**config.mk**
```make
export PLATFORM = sky130hd
export DESIGN_NAME = alu_share_arbiter
export DESIGN_NICKNAME = d
export VERILOG_FILES = /design/src/rtl/alu_pkg.sv /design/src/rtl/rr_arbiter2.sv /design/src/rtl/alu_share_arbiter.sv
export SDC_FILE = /design/constraint.sdc
export NUM_CORES = 1
export LEC_CHECK = 0
export ABC_CLOCK_PERIOD_IN_PS = 4100
export CAP_MARGIN = 30
export CORE_ASPECT_RATIO = 0.6
export CORE_MARGIN = 1.5
export CORE_UTILIZATION = 40
export CTS_BUF_LIST = sky130_fd_sc_hd__clkbuf_4
export CTS_CLUSTER_DIAMETER = 50
export DETAILED_ROUTE_END_ITERATION = 8
export GPL_TIMING_DRIVEN = 1
export PLACE_DENSITY = 0.92
export SLEW_MARGIN = 30
export SYNTH_ARGS = -nofsm -noshare
export SYNTH_HDL_FRONTEND = slang
export SYNTH_HIERARCHICAL = 1
export SYNTH_SLANG_ARGS = --single-unit
export TNS_END_PERCENT = 10
```
**constraint.sdc**
```tcl
create_clock -name i_clk -period 4.1 [get_ports i_clk]
set_clock_uncertainty 0.2 [all_clocks]
set_input_delay 0.82 -clock i_clk [delete_from_list [all_inputs] [get_ports i_clk]]
set_output_delay 0.82 -clock i_clk [all_outputs]
set_load 0.005 [all_outputs]
```
**src/rtl/alu_pkg.sv**
```systemverilog
`default_nettype none
`timescale 1ns/1ps
// ============================================================================
//  Module      : alu_pkg
//  Description : Shared opcode encodings, opcode legality check and the
//                arbiter state type used by the ALU sharing block.
//                No ports (package).
//  Revision    : 1.0 - initial release
// ============================================================================
package alu_pkg;

    localparam int unsigned ALU_OP_W = 6;

    typedef logic [ALU_OP_W-1:0] alu_op_t;

    // RV32I register-register ALU operations understood by the shared ALU.
    localparam alu_op_t ALU_ADD  = 6'b011001;
    localparam alu_op_t ALU_SUB  = 6'b011011;
    localparam alu_op_t ALU_AND  = 6'b011101;
    localparam alu_op_t ALU_OR   = 6'b011111;
    localparam alu_op_t ALU_XOR  = 6'b100001;
    localparam alu_op_t ALU_SLT  = 6'b100011;
    localparam alu_op_t ALU_SLTU = 6'b100101;
    localparam alu_op_t ALU_SLL  = 6'b100111;
    localparam alu_op_t ALU_SRL  = 6'b101001;
    localparam alu_op_t ALU_SRA  = 6'b101011;

    // Sharing block sequencing: wait for a request, drive the ALU for one
    // cycle, then hold the response until the owner consumes it.
    typedef enum logic [1:0] {
        ST_IDLE = 2'd0,
        ST_EXEC = 2'd1,
        ST_RESP = 2'd2
    } arb_state_t;

    // True for the ten opcodes the ALU implements. Anything else is answered
    // with a zero result and the error flag instead of the ALU output.
    function automatic logic is_legal_alu_op(input alu_op_t op);
        logic legal;
        case (op)
            ALU_ADD, ALU_SUB, ALU_AND, ALU_OR, ALU_XOR,
            ALU_SLT, ALU_SLTU, ALU_SLL, ALU_SRL, ALU_SRA: legal = 1'b1;
            default:                                     legal = 1'b0;
        endcase
        return legal;
    endfunction

endpackage : alu_pkg
`default_nettype wire

```
**src/rtl/rr_arbiter2.sv**
```systemverilog
`default_nettype none
`timescale 1ns/1ps
// ============================================================================
//  Module      : rr_arbiter2
//  Description : Two-way round-robin arbiter. A lone requester always wins;
//                on a tie the port that was not granted last wins. The
//                last-grant pointer only moves when the caller signals that
//                the grant was actually used (i_advance).
//  Ports       : i_clk        - clock, rising edge
//                i_rst        - asynchronous active-high reset (pointer -> 1)
//                i_request    - request vector, one bit per port
//                i_advance    - the current grant resulted in a transfer
//                o_grant      - one-hot grant, or zero when nobody requests
//  Revision    : 1.0 - initial release
// ============================================================================
module rr_arbiter2 (
    input  logic       i_clk,
    input  logic       i_rst,
    input  logic [1:0] i_request,
    input  logic       i_advance,
    output logic [1:0] o_grant
);

    // Index of the port granted most recently. Resetting to 1 makes port 0
    // the winner of the first tie.
    logic r_last_grant;

    always_comb begin
        o_grant = 2'b00;
        case (i_request)
            2'b01:   o_grant = 2'b01;
            2'b10:   o_grant = 2'b10;
            2'b11:   o_grant = r_last_grant ? 2'b01 : 2'b10;
            default: o_grant = 2'b00;
        endcase
    end

    always_ff @(posedge i_clk or posedge i_rst) begin
        if (i_rst) begin
            r_last_grant <= 1'b1;
        end else if (i_advance) begin
            // Grant is one-hot whenever a transfer happens, so bit 1 is the
            // index of the winner.
            r_last_grant <= o_grant[1];
        end
    end

endmodule : rr_arbiter2
`default_nettype wire

```
**src/rtl/alu_share_arbiter.sv**
```systemverilog
`default_nettype none
`timescale 1ns/1ps
// ============================================================================
//  Module      : alu_share_arbiter
//  Description : Shares one combinational RV32I ALU between two requesters.
//                Requests are accepted through a valid/ready handshake after
//                round-robin arbitration, operands are registered and driven
//                to the ALU for one cycle, and the captured result is
//                returned on the owner's response handshake. Illegal opcodes
//                are accepted and answered with result 0 and o_rsp_err=1.
//                Only NUM_REQ = 2 is supported.
//  Ports       : i_clk, i_rst       - clock / asynchronous active-high reset
//                i_req_valid/ready  - per-port request handshake
//                i_req_op/a/b       - per-port opcode and operands
//                o_rsp_valid        - per-port response valid (owner only)
//                i_rsp_ready        - per-port response consumed
//                o_rsp_result/err   - shared response data and error flag
//                o_alu_op/a/b       - operands driven to the external ALU
//                i_alu_result       - combinational result from the ALU
//  Revision    : 1.0 - initial release
// ============================================================================
module alu_share_arbiter
    import alu_pkg::*;
#(
    parameter int WIDTH   = 32,
    parameter int NUM_REQ = 2
) (
    input  logic                          i_clk,
    input  logic                          i_rst,
    input  logic [NUM_REQ-1:0]            i_req_valid,
    output logic [NUM_REQ-1:0]            o_req_ready,
    input  logic [NUM_REQ-1:0][5:0]       i_req_op,
    input  logic [NUM_REQ-1:0][WIDTH-1:0] i_req_a,
    input  logic [NUM_REQ-1:0][WIDTH-1:0] i_req_b,
    output logic [NUM_REQ-1:0]            o_rsp_valid,
    input  logic [NUM_REQ-1:0]            i_rsp_ready,
    output logic [WIDTH-1:0]              o_rsp_result,
    output logic                          o_rsp_err,
    output logic [5:0]                    o_alu_op,
    output logic [WIDTH-1:0]              o_alu_a,
    output logic [WIDTH-1:0]              o_alu_b,
    input  logic [WIDTH-1:0]              i_alu_result
);

    // ------------------------------------------------------------------
    // Declarations
    // ------------------------------------------------------------------
    arb_state_t       r_state;
    arb_state_t       w_state_next;

    alu_op_t          r_op;
    logic [WIDTH-1:0] r_a;
    logic [WIDTH-1:0] r_b;
    logic             r_owner;        // index of the port being served
    logic [WIDTH-1:0] r_result;
    logic             r_err;

    logic [1:0]       w_grant;
    logic             w_winner;       // index of the current grant
    logic             w_transfer;     // a request handshake completes now
    logic             w_owner_rsp_ready;
    logic             w_accept_window;
    logic             w_capture;

    // ------------------------------------------------------------------
    // Arbitration
    // ------------------------------------------------------------------
    rr_arbiter2 u_rr_arbiter2 (
        .i_clk     (i_clk),
        .i_rst     (i_rst),
        .i_request (i_req_valid),
        .i_advance (w_transfer),
        .o_grant   (w_grant)
    );

    assign w_winner          = w_grant[1];
    assign w_transfer        = |(i_req_valid & o_req_ready);
    // Only the owner can release the response; the other port's ready is
    // deliberately not looked at.
    assign w_owner_rsp_ready = i_rsp_ready[r_owner];

    // ------------------------------------------------------------------
    // FSM: state register
    // ------------------------------------------------------------------
    always_ff @(posedge i_clk or posedge i_rst) begin
        if (i_rst) begin
            r_state <= ST_IDLE;
        end else begin
            r_state <= w_state_next;
        end
    end

    // ------------------------------------------------------------------
    // FSM: next-state logic
    // ------------------------------------------------------------------
    always_comb begin
        w_state_next = r_state;
        case (r_state)
            ST_IDLE: begin
                if (w_transfer) begin
                    w_state_next = ST_EXEC;
                end
            end
            ST_EXEC: begin
                w_state_next = ST_RESP;
            end
            ST_RESP: begin
                // A new request may be taken in the same cycle the response
                // is consumed, giving one operation every two cycles.
                if (w_owner_rsp_ready) begin
                    w_state_next = w_transfer ? ST_EXEC : ST_IDLE;
                end
            end
            default: begin
                w_state_next = ST_IDLE;
            end
        endcase
    end

    // ------------------------------------------------------------------
    // FSM: outputs
    // ------------------------------------------------------------------
    always_comb begin
        w_accept_window = 1'b0;
        w_capture       = 1'b0;
        o_rsp_valid     = '0;
        case (r_state)
            ST_IDLE: begin
                w_accept_window = 1'b1;
            end
            ST_EXEC: begin
                w_capture = 1'b1;
            end
            ST_RESP: begin
                o_rsp_valid[r_owner] = 1'b1;
                w_accept_window      = w_owner_rsp_ready;
            end
            default: begin
                w_accept_window = 1'b0;
            end
        endcase
        // The reset term keeps ready low for the whole reset pulse, not just
        // after the state register has been cleared.
        o_req_ready = (w_accept_window && !i_rst) ? w_grant : '0;
    end

    // ------------------------------------------------------------------
    // Operand and response registers
    // ------------------------------------------------------------------
    always_ff @(posedge i_clk or posedge i_rst) begin
        if (i_rst) begin
            r_op     <= '0;
            r_a      <= '0;
            r_b      <= '0;
            r_owner  <= 1'b0;
            r_result <= '0;
            r_err    <= 1'b0;
        end else begin
            if (w_transfer) begin
                r_op    <= i_req_op[w_winner];
                r_a     <= i_req_a[w_winner];
                r_b     <= i_req_b[w_winner];
                r_owner <= w_winner;
            end
            if (w_capture) begin
                // An unknown opcode gives no meaningful ALU output, so the
                // result is forced to zero and flagged instead.
                if (is_legal_alu_op(r_op)) begin
                    r_result <= i_alu_result;
                    r_err    <= 1'b0;
                end else begin
                    r_result <= '0;
                    r_err    <= 1'b1;
                end
            end
        end
    end

    // The operand registers feed the ALU directly; they keep their values
    // outside the execute cycle, which avoids needless toggling in the ALU.
    assign o_alu_op     = r_op;
    assign o_alu_a      = r_a;
    assign o_alu_b      = r_b;
    assign o_rsp_result = r_result;
    assign o_rsp_err    = r_err;

endmodule : alu_share_arbiter
`default_nettype wire
```
== Word level (Yosys, flattened, before mapping) ==
Index checks and enable logic that the tools add are counted.

* Output and inout port bits: 107
* Register bits: 107

* Magnitude comparators: 3
* Bitwise logic cells: 1
* Eq/ne operators: 17
* Muxes and demuxes: 24
* Reduce and logical (&&, ||, !) cells: 7

{| class="wikitable"
|+ Operators by type and width
! cell !! number
|-
| 32-bit two-way mux || 5
|-
| 6-bit equality test, second input constant || 6
|-
| 6-bit by 5-bit equality test with 1-bit output, second input constant || 4
|-
| 6-bit two-way mux || 2
|-
| 2-bit one-hot mux with 3 select lines || 2
|-
| 2-bit two-way mux || 5
|-
| 10-bit OR reduction || 1
|-
| 1-bit two-way mux || 8
|-
| 2-bit equality test, second input constant || 3
|-
| 2-bit by 1-bit equality test with 1-bit output, second input constant || 2
|-
| 1-bit by 2-bit less-than comparator with 1-bit output, second input constant || 2
|-
| 2-bit inequality test, second input constant || 2
|-
| 2-bit AND || 1
|-
| 1-bit logical AND || 2
|-
| 2-bit logical NOT || 1
|-
| 1-bit one-hot mux with 2 select lines || 1
|-
| 2-bit AND reduction || 1
|-
| 2-bit OR reduction || 1
|-
| 1-bit demux with 1-bit select || 1
|-
| 1-bit >= comparator, second input constant || 1
|-
| 1-bit logical NOT || 1
|}

== Depth between registers and ports, before layout ==
* Word-level depth: 10
* Mapped depth: 6
* Gate-level depth less buffers: 5

== Modules after synthesis ==
The synthesis kept the hierarchy.

{| class="wikitable"
|+ Modules (own cells, without submodules)
! module !! seq. area each (um^2) !! instances !! area an instance (um^2) !! cells each
|-
| alu_share_arbiter || 2652.5 || 1 || 5041.1 || 394
|-
| rr_arbiter2 || 26.3 || 1 || 67.6 || 6
|}

== Worst setup path after synthesis ==
No wires, ideal clock.

* Path kind: input -> register
* Start: input port i_req_valid[1]
* End: register r_b[0], in the netlist o_alu_b[0]
* Library setup time: 125 ps
* Path slack: 1285 ps
* Path buffers: 2
* Cell stages on the path: 6
* Arrival: 2491 ps
* Cells stage by stage: a21boi_2 > buf_2 > a22oi_1 > a2111oi_4 > buf_6 > mux2_2

* Longest elaborated chain between the ends: 5
* Elaborated cells on any way between the ends: 9
* Classes of those cells: 3 x eq/ne; 4 x mux; 1 x bitwise; 1 x reduce/logical

{| class="wikitable"
|+ Ends and longest elaborated chain
! element !! RTL line !! source
|-
| from (decl) || alu_share_arbiter.sv:30 || <nowiki>input logic [NUM_REQ-1:0] i_req_valid,</nowiki>
|-
| 2-bit equality test or 2-bit by 1-bit equality test with 1-bit output (tied branches) || rr_arbiter2.sv:30 || <nowiki>case (i_request)</nowiki>
|-
| 2-bit one-hot mux with 3 select lines || rr_arbiter2.sv:30 ||
|-
| 2-bit two-way mux || alu_share_arbiter.sv:144 || <nowiki>o_req_ready = (w_accept_window && !i_rst) ? w_grant : '0;</nowiki>
|-
| 2-bit AND * || alu_share_arbiter.sv:77 || <nowiki>assign w_transfer = |(i_req_valid & o_req_ready);</nowiki>
|-
| 2-bit OR reduction * || alu_share_arbiter.sv:77 ||
|-
| net w_transfer || alu_share_arbiter.sv:60 || <nowiki>logic w_transfer;</nowiki>
|-
| to (signal assigned) || alu_share_arbiter.sv:162 || <nowiki>r_b <= i_req_b[w_winner];</nowiki>
|-
| to (decl) || alu_share_arbiter.sv:53 || <nowiki>logic [WIDTH-1:0] r_b;</nowiki>
|}

The timed path passes the listed nets; every way through them passes the cells marked *. The select of a mux whose other input is x is not followed.
A chain may end at the register's enable or synchronous reset.

== Final worst setup path ==
* Start: input port i_rsp_ready[1]
* End: output port o_req_ready[0]

* Longest elaborated chain between the ends: 5

{| class="wikitable"
|+ Ends and longest elaborated chain
! element !! RTL line !! source
|-
| from (decl) || alu_share_arbiter.sv:36 || <nowiki>input logic [NUM_REQ-1:0] i_rsp_ready,</nowiki>
|-
| 1-bit two-way mux (not written as such) (2 in a row) || alu_share_arbiter.sv:80 || <nowiki>assign w_owner_rsp_ready = i_rsp_ready[r_owner];</nowiki>
|-
| 1-bit one-hot mux with 2 select lines || alu_share_arbiter.sv:127 || <nowiki>case (r_state)</nowiki>
|-
| 1-bit logical AND || alu_share_arbiter.sv:144 ||
|-
| 2-bit two-way mux || alu_share_arbiter.sv:144 ||
|-
| to (decl) || alu_share_arbiter.sv:31 || <nowiki>output logic [NUM_REQ-1:0] o_req_ready,</nowiki>
|}

Every way passes these cells. The select of a mux whose other input is x is not followed.

==> results.md <==
* Drt first pass iters at 4
* Worst setup SP type: input pin
* Port Buf Inserts at 284
* Placed Cells at 824
* Yosys warns at 6
* Critical Path AT at 2.45 ns
* Fill count at 899
* Synth top area share at 0.519
* Clock slew at reported path FFs at 0.16 ns
* Synth unique cells at 27
* Initial Util at 0.417
* CORE AREA at 12,300 um^2
* Leak pwr at 3.27 nW
* MaxCap Viol Count at 0
* Cell Rows at 31
* Ys flop type: dfrtp_1
* Syn Nets at 578
* CP top delay family: buffers and inverters
* Crit path max fanout at 4
* CTS Buf Count at 9
* Post-cts gate resize count at 0
* Leading area contributor after synthesis: dfrtp_1
* Drc violations at 0
* Top cell by count, worst path: clkdlybuf4s50_1
* Register area share after synthesis at 0.524
* Worst Hold Class: flip-flop to flip-flop
* Final Hold Fails at 0
* H-tree levels at 3
* Slew headroom at 0.392
* Status: finished, final reports clean
* Routed vias/inst at 4.98
* Final Instance Count excl. Fillers at 841
* Nets at 849
* Initial antenna violation count at 0
* Setup Buffers After CTS at 0
* Crit Path Class: input pin to output port
* Area Overhead vs Synth at 61.2%
* Wire length of the first global-routing pass at 23,800 um
* Hold_ws at 0.306 ns
* Cell at the root of the clock tree: clkbuf_4
* Peak supply drop at 0.000288 V
* Crit end category: output port
* Power Density at 584 nW/um^2
* Multi-input logic area at 2270 um^2
* Synthesized netlist cell count at 400
* Via Count at 4,190
* Ports at 285
* Die area at 13,500 um^2
* # setup viols final at 0
* Mapped Area at 5110 um^2
* Final slew viol count at 0
* Vias in the first global route at 4,571
* Number of synthesized flops with an enable pin at 0
* Sink count of the clock tree at 107
* #FFs+latches synth at 107
* Pin count of the biggest net entering global routing at 73
* Setup TNS at 0 ns
* Grt total ovfl at 0
* Avg WL per Cell at 17.9 um
* Clock buffer depth at 2
* Ant. Diodes at 0
* CP required at 3.08 ns
* GP Congestion at 0.790
* Gr usage total at 0.226
* Initial DRC Count at 102
* Synth cell count leaders: mux2_2 (132), dfrtp_1 (106), nand2_1 (66)
* Ys async rst share at 1.00
* Layout cells sized above 1 at 0.237
* Worst path max stage delay at 0.50 ns
* Final core utilization at 0.672
* CTS tree: done
* CP Buf/Inv Count at 2
* RSZ-0062 raised after global routing: no
* Chip width at 149 um
* Post-route ant nets at 0
* Mapped Avg Cell Area at 12.8 um^2
* Hpwl dp at 11,500 um
* Max stage delay cell, worst path: clkdlybuf4s50_1
* Top cells by area, synth: dfrtp_1 (52%), mux2_2 (29%), nand2_1 (4.8%), o31ai_1 (4.7%), clkbuf_1 (1.6%)
* Die Y at 90.5 um
* Hold-fix buffers, CTS at 0
* CP cell instances: clkdlybuf4s50_1 > mux2i_1 > a211oi_1 > and2_1 > clkdlybuf4s50_1
* Cell with the most instances after synthesis: mux2_2
* Pin slew with the least headroom to its limit at 0.911 ns
* FF/Latch Area at 2680 um^2
* Fmax at 288 MHz
* Period Utilization, post-route at 0.847
* Tmin final at 3.47 ns
* Worst skew pair latency at 0.45 ns
* DRT Wirelength at 15,100 um
-- cell usage in the layout (no fill, tap or decap) --
master,instances
buf_8,1
dfrtp_1,106
buf_4,3
a2111oi_0,1
a31oi_2,1
nor2b_4,1
a22oi_1,1
nand2_1,66
inv_1,3
mux2_1,5
a2111oi_4,1
clkinv_2,1
and3b_1,2
inv_4,1
clkdlybuf4s50_1,284
clkinv_1,2
a21boi_0,1
o31a_1,1
mux2i_1,5
mux2_2,132
nor3b_1,1
a21boi_4,1
buf_12,2
inv_6,3
clkinv_4,1
o31ai_1,32
a211oi_1,1
and2_1,2
clkbuf_4,9
dfstp_2,1
mux2_4,1
nand3b_1,1
nand2b_1,2
bufinv_16,1
-- report_power, final --
part	total, mW	switching (mW)	internal (mW)
combinational	2.38	0.854	1.53
clock	0.544	0.353	0.191
sequential	1.89	0.312	1.57
total	4.81	1.52	3.29
-- per-stage QoR --
step	power, mW	setup slack [ns]	cell area [um^2]
floorplan	2.78	0.291	5110
global placement	4.17	0.706	8070
detailed placement	4.29	0.634	8080
CTS	4.85	0.625	8220
global route	5.10	0.520	8230
finish	4.81	0.628	8230
-- worst paths after layout --
check	endpoint	depth (start not counted)	slack, ns	from
worst min-delay path	o_alu_a[24]	1	0.31	o_alu_a[24]
max in group asynchronous	o_rsp_result[25]	3	2.19	i_rst
worst min register to register	o_alu_a[24]	1	0.31	o_alu_a[24]
min in group asynchronous	u_rr_arbiter2/r_last_grant	2	0.70	i_rst
worst max register to register	o_alu_a[28]	6	1.53	u_rr_arbiter2/r_last_grant
worst max-delay path	o_req_ready[0]	5	0.63	i_rsp_ready[1]
-- final cells by class --
class | instances | share of cell area
sequential | 107 | 0.325
clock buffer | 9 | 0.00821
timing repair buffer | 290 | 0.355
inverter | 5 | 0.00258
multi-input combinational | 258 | 0.275
clock inverter | 7 | 0.00897
tap | 165 | 0.0251
-- flip-flops by register name, summed over array words and instances, names as in the netlist --
register and cells:
o_rsp_err 1, u_rr_arbiter2/r_last_grant 1, o_alu_op 6, o_alu_b 32, o_rsp_result 32, o_alu_a 32, r_state 2, r_owner 1
-- metal layers --
metal / track usage / wire length [um] / vias up
met1: 0.262 / 5880 / 2040
met3: 0.0788 / 1360 / 25
met5: 0 / 0 / -
met2: 0.399 / 7550 / 169
met4: 0.0561 / 269 / 0
li1: - / - / 1956
-- cells by family after synthesis --
group           share of synthesized area
buf+inv                            0.0362
compound gates                     0.0637
flops                               0.524
simple gates                       0.0610
mux                                 0.315
Note: power is estimated with default switching activity, not from simulation.
